<file path="src/rtl/dmem_access_unit.sv">
`timescale 1ns/1ps
// dmem_access_unit: MA-stage load/store engine driving a word-wide data-memory initiator port.
// Define DMEM_MISALIGN_TRAP_EN to fault misaligned H/HU/W accesses instead of truncating them.
module dmem_access_unit #(
   parameter int ACK_TIMEOUT = 15
) (
   input  logic        clk,
   input  logic        reset,
   input  logic        valid_in,
   input  logic        is_load,
   input  logic        is_store,
   input  logic [2:0]  funct3,
   input  logic [31:0] addr,
   input  logic [31:0] store_data,
   output logic        stall,
   output logic        done,
   output logic        fault,
   output logic [31:0] load_data,
   output logic        mem_req,
   output logic        mem_we,
   output logic [31:0] mem_addr,
   output logic [3:0]  mem_be,
   output logic [31:0] mem_wdata,
   input  logic [31:0] mem_rdata,
   input  logic        mem_ack
);
   localparam int CW = (ACK_TIMEOUT < 2) ? 1 : $clog2(ACK_TIMEOUT);

   typedef enum logic {IDLE = 1'b0, ACCESS = 1'b1} state_t;

   state_t        state_r, state_s;
   logic [CW-1:0] cnt_r, cnt_s;
   logic [1:0]    lane_r, lane_s;
   logic [2:0]    f3_r, f3_s;
   logic          start_s, bad_f3_s, misalign_s, illegal_s;
   logic          req_s, we_s, done_s, fault_s;
   logic [31:0]   maddr_s, wdata_s, ld_s;
   logic [3:0]    be_s;

   function automatic logic [3:0] lane_mask(input logic [2:0] f3, input logic [1:0] lane);
      case (f3)
         3'b000, 3'b100: lane_mask = 4'b0001 << lane;
         3'b001, 3'b101: lane_mask = 4'b0011 << {lane[1], 1'b0};
         3'b010:         lane_mask = 4'b1111;
         default:        lane_mask = 4'b0000;
      endcase
   endfunction

   function automatic logic [31:0] replicate(input logic [2:0] f3, input logic [31:0] d);
      case (f3[1:0])
         2'b00:   replicate = {4{d[7:0]}};
         2'b01:   replicate = {2{d[15:0]}};
         default: replicate = d;
      endcase
   endfunction

   function automatic logic [31:0] extract(input logic [2:0] f3, input logic [1:0] lane,
                                           input logic [31:0] rd);
      logic [7:0]  b;
      logic [15:0] h;
      b = rd[{lane, 3'b000} +: 8];
      h = rd[{lane[1], 4'b0000} +: 16];
      case (f3)
         3'b000:  extract = {{24{b[7]}}, b};
         3'b001:  extract = {{16{h[15]}}, h};
         3'b100:  extract = {24'd0, b};
         3'b101:  extract = {16'd0, h};
         default: extract = rd;
      endcase
   endfunction

   // Request decode: legal start, illegal encodings and optional misalignment trap.
   always_comb begin
      start_s  = valid_in & (is_load ^ is_store);
      bad_f3_s = (funct3 == 3'b011) | (funct3 == 3'b110) | (funct3 == 3'b111);
`ifdef DMEM_MISALIGN_TRAP_EN
      misalign_s = ((funct3[1:0] == 2'b01) & addr[0]) |
                   ((funct3[1:0] == 2'b10) & (addr[1:0] != 2'b00));
`else
      misalign_s = 1'b0;
`endif
      illegal_s = (valid_in & is_load & is_store) | (start_s & (bad_f3_s | misalign_s));
      stall     = (state_r == ACCESS) | ((state_r == IDLE) & start_s);
   end

   // Next-state and next-output logic; every register holds unless a branch changes it.
   always_comb begin
      state_s = state_r;
      cnt_s   = cnt_r;
      lane_s  = lane_r;
      f3_s    = f3_r;
      req_s   = mem_req;
      we_s    = mem_we;
      maddr_s = mem_addr;
      be_s    = mem_be;
      wdata_s = mem_wdata;
      ld_s    = load_data;
      done_s  = 1'b0;
      fault_s = 1'b0;
      case (state_r)
         IDLE: begin
            if (illegal_s) begin
               done_s  = 1'b1;
               fault_s = 1'b1;
            end else if (start_s) begin
               state_s = ACCESS;
               cnt_s   = '0;
               req_s   = 1'b1;
               we_s    = is_store;
               maddr_s = {addr[31:2], 2'b00};
               be_s    = lane_mask(funct3, addr[1:0]);
               wdata_s = replicate(funct3, store_data);
               lane_s  = addr[1:0];
               f3_s    = funct3;
            end else begin
               state_s = IDLE;
            end
         end
         ACCESS: begin
            if (mem_ack) begin
               state_s = IDLE;
               req_s   = 1'b0;
               done_s  = 1'b1;
               if (!mem_we) begin
                  ld_s = extract(f3_r, lane_r, mem_rdata);
               end else begin
                  ld_s = load_data;
               end
            end else if (cnt_r == CW'(ACK_TIMEOUT - 1)) begin
               state_s = IDLE;
               req_s   = 1'b0;
               done_s  = 1'b1;
               fault_s = 1'b1;
            end else begin
               cnt_s = cnt_r + CW'(1);
            end
         end
         default: begin
            state_s = IDLE;
            req_s   = 1'b0;
         end
      endcase
   end

   // FSM state register.
   always_ff @(posedge clk) begin
      if (reset) begin
         state_r <= IDLE;
      end else begin
         state_r <= state_s;
      end
   end

   // Registered outputs, timeout counter and latched access attributes.
   always_ff @(posedge clk) begin
      if (reset) begin
         cnt_r     <= '0;
         lane_r    <= 2'b00;
         f3_r      <= 3'b000;
         mem_req   <= 1'b0;
         mem_we    <= 1'b0;
         mem_addr  <= 32'd0;
         mem_be    <= 4'b0000;
         mem_wdata <= 32'd0;
         done      <= 1'b0;
         fault     <= 1'b0;
         load_data <= 32'd0;
      end else begin
         cnt_r     <= cnt_s;
         lane_r    <= lane_s;
         f3_r      <= f3_s;
         mem_req   <= req_s;
         mem_we    <= we_s;
         mem_addr  <= maddr_s;
         mem_be    <= be_s;
         mem_wdata <= wdata_s;
         done      <= done_s;
         fault     <= fault_s;
         load_data <= ld_s;
      end
   end
endmodule

</file>
<file path="config.mk">
export PLATFORM = sky130hd
export DESIGN_NAME = dmem_access_unit
export DESIGN_NICKNAME = d
export VERILOG_FILES = /design/src/rtl/dmem_access_unit.sv
export SDC_FILE = /design/constraint.sdc
export NUM_CORES = 1
export LEC_CHECK = 0
export CAP_MARGIN = 30
export CORE_MARGIN = 3
export CORE_UTILIZATION = 30
export CTS_CLUSTER_DIAMETER = 80
export DETAILED_ROUTE_END_ITERATION = 16
export HOLD_SLACK_MARGIN = 0.05
export RECOVER_POWER = 50
export SLEW_MARGIN = 20
export SYNTH_ARGS = -nofsm -noshare
export SYNTH_HDL_FRONTEND = slang
export SYNTH_SLANG_ARGS = --single-unit
</file>
<file path="constraint.sdc">
create_clock -name clk -period 1.5 [get_ports clk]
set_clock_uncertainty 0.15 [all_clocks]
set_input_delay 0.225 -clock clk [delete_from_list [all_inputs] [get_ports clk]]
set_output_delay 0.225 -clock clk [all_outputs]
set_load 0.01 [all_outputs]
</file>
==> impl_metrics.ini <==
[worst_setup_path]
critPathMaxFanout = 8
path_buf_inv = 1
cp-startpoint = lane_r[1]
max_stage_delay_ns = 0.40
cp.arrival_ns = 1.65
crit_type = reg -> reg
path_depth = 5
required_ns = 1.60
crit_chain = mux2i_4 > a221oi_4 > a211oi_4 > buf_12 > a21oi_2
slowest_stage = dfxtp_4
rr_startpoint = lane_r[1]
startpoint_type = flop
endpoint = load_data[11]
path_delay_family = compound AO/OA/AOI/OAI gates
r2r_cells = 5
rr_endpoint = load_data[11]
crit_path_end_kind = flop
r2r_slack_ns = -0.05

[layout]
fillers = 1595
finalNonFillerCells = 1108
register_area_mm2 = 0.00226
multiInputGateArea_mm2 = 0.00288
antennaDiodeCount = 0
fin_nets = 990
drive_gt1_share_pct = 22.4
design_area_mm2 = 0.00871
syn2layout_area_growth_pct = 70.7

[timing]
setup_slack_ns = -0.0505
finalCritPeriodShare_pct = 103
finalHoldViolCount = 0
setup_viol_count_final = 39
fmax_ghz = 0.645
fin_crit_ns = 1.55
final.setup.tns_ns = -1.17
rsz0062_at_grt = true
maxSlewViolCount = 0

[routing]
vias = 5302
drt-initial-drc-count = 320
first_pass_iters = 4
drc = 0
postRouteAntennaNets = 0
drt_wl_total_mm = 17.5
wire_per_inst_um = 15.8
drt-vias-per-instance = 4.79

[global_routing]
grt_pass1_wl_mm = 26.0
antenna_found_initial = 0
gr-total-overflow = 0
grt_max_degree = 40
grt_pass1_vias = 4767
grt_usage_pct = 17.8

[synth]
yosysWarnings = 0
ys.flop_type = dfxtp_1
synth_area_leaders = dfxtp_1 (44%), nand2_1 (12%), a21oi_1 (7.7%)
syn_inst = 632
synthArstFlopShare_pct = 0
syn_area_per_cell_um2 = 8.07
seq_area_frac_synth_pct = 43.9
yosysUniqueCellTypes = 39
synth_enable_flop_cells = 0
syn_area_mm2 = 0.00510
netlist.area_leader.share_pct = 43.9
yosysTopAreaCell = dfxtp_1
synth-seq-cells = 112

[job]
maxCapViolations = 0

[floorplanning]
die_h_um = 136
ios = 210
rows = 47
die_x_um = 136
core_mm2 = 0.0166
start_util_pct = 30.7
dieArea_mm2 = 0.0186

[clock_network]
cts_max_level = 3
clock_sinks = 112
root_buffer = clkbuf_16
numCtsBuffers = 9
cts_tree = built
clockBufferDepth = 2
cts_hold_buf = 0
clkLatencyLatePin_ns = 0.35
path_clk_slew_ns = 0.07

[placed_design]
portBuffers = 207
dp_hpwl_mm = 12.5
placed_cell_area_mm2 = 0.00782
gp_congestion = 0.842
place_inst = 1075

[pwr]
leakagePower_nw = 3.73
cellPowerDensity_mw_per_mm2 = 857
ir_drop_mv = 0.557

[run_status]
status = complete, but fails checks
violations = negative setup slack

[worst_hold_path]
min_path_type = in -> reg
-- metrics by stage --
| step | hold slack (ns) | util [%] | total power, W | setup slack (ns) |
|---|---|---|---|---|
| after floorplan | 0.204 | - | 0.00391 | -0.0454 |
| after CTS | 0.0864 | 49.1 | 0.00740 | -0.0774 |
| after global placement | 0.290 | 47.0 | 0.00477 | -0.596 |
| final | 0.114 | 52.3 | 0.00747 | -0.0505 |
| after global routing | 0.122 | 52.3 | 0.00785 | -0.102 |
| after detailed placement | 0.296 | 47.0 | 0.00477 | -0.617 |
-- cell usage in the layout, fill, tap and decap left out, drive strengths merged --
cell type / Yosys / final
xor2: 3 / 3
o31ai: 1 / 1
bufinv: 0 / 2
conb: 1 / 2
buf: 24 / 82
ha: 2 / 2
clkbuf: 31 / 20
o21ai: 27 / 27
clkinv: 0 / 2
and3: 2 / 2
a311o: 8 / 8
nor2: 61 / 61
a311oi: 10 / 10
nor2b: 5 / 5
mux2: 7 / 7
nand2b: 4 / 4
inv: 11 / 12
a21oi: 79 / 79
a221oi: 2 / 2
dlymetal6s2s: 0 / 3
a211oi: 34 / 34
a21o: 1 / 1
nand3b: 2 / 2
o311a: 2 / 2
a22oi: 1 / 1
and4bb: 7 / 7
mux2i: 17 / 17
nor3: 4 / 4
nand4b: 1 / 1
nand2: 157 / 157
nand3: 6 / 6
clkdlybuf4s50: 0 / 98
dlygate4sd2: 0 / 101
and3b: 1 / 1
a31oi: 2 / 2
clkinvlp: 0 / 1
dfxtp: 112 / 112
a2bb2oi: 7 / 7
-- worst reg2reg max path, stage by stage (launching register included) --
cell	delay (ns)
dfxtp_4	0.40
mux2i_4	0.31
a221oi_4	0.12
a211oi_4	0.25
buf_12	0.17
a21oi_2	0.05
-- where the power goes --
part / leakage, nW / total (W) / switching (W) / internal (W)
logic: 2.65 / 0.00163 / 0.000762 / 0.000870
registers: 0.914 / 0.00319 / 0.0000762 / 0.00312
clock network: 0.159 / 0.00264 / 0.00113 / 0.00152
-- per-layer routing --
| metal | vias to the layer above | GRT usage [%] | share of wire, % |
|---|---|---|---|
| met5 | - | 0 | 0 |
| met4 | 0 | 5.54 | 1.7 |
| met3 | 19 | 5.29 | 7.2 |
| met2 | 167 | 28.0 | 48 |
| met1 | 2430 | 23.6 | 43 |
| li1 | 2686 | - | - |
-- sequential cells by signal (all words and copies together), names as in the netlist --
name and flops:
mem_be 4, state_r 1, mem_wdata 32, mem_we 1, f3_r 3, mem_req 1, cnt_r 4, lane_r 2
done 1, load_data 32, mem_addr 30, fault 1
-- area by class of cell --
class,instances,share of cell area [%]
clock buffers,10,2.74
clock inverters,6,1.03
inverters,11,0.474
multi-input cells,455,33.0
flip-flops and latches,112,25.9
well taps,220,3.16
repair buffers,294,33.7
-- repair_timing --
action,in CTS,in global routing
endpoints found under the setup margin,215,104
resized for setup,132,98
pin swaps,6,46
cloned,1,7
setup buffers,3,8
-- Yosys cell counts (7+ instances only) --
library cell and instances:
nand2_1 157, dfxtp_1 112, a21oi_1 79, nor2_1 61
a211oi_1 32, clkbuf_1 31, o21ai_0 27, mux2i_1 16
inv_1 11, a311oi_1 10, buf_2 9, buf_6 9
a311o_1 8, a2bb2oi_1 7, and4bb_2 7, mux2_2 7
-- how the worst min path moves through the flow --
stage                       start       endpoint  slack (ns)  depth (start not counted)
global placement     mem_addr[15]   mem_addr[15]        0.29                          2
floorplan                 addr[1]      lane_r[1]        0.20                          2
finish                      reset          fault        0.11                          2
detailed placement  mem_wdata[30]  mem_wdata[30]        0.30                          2
CTS                         reset          fault        0.09                          2
global route                reset          fault        0.12                          2
-- logic make-up after synthesis --
| kind of cell | share of synthesized area [%] |
|---|---|
| AOI/OAI and AO/OA | 22.3 |
| xor gates and xnor gates | 0.515 |
| adders and majority gates | 0.490 |
| buffers and inverters | 6.84 |
| DFF | 43.9 |
| muxes | 5.13 |
| other | 0.0735 |
| and+or+nand+nor | 20.7 |
No activity file was read; power rests on OpenSTA's default activity.
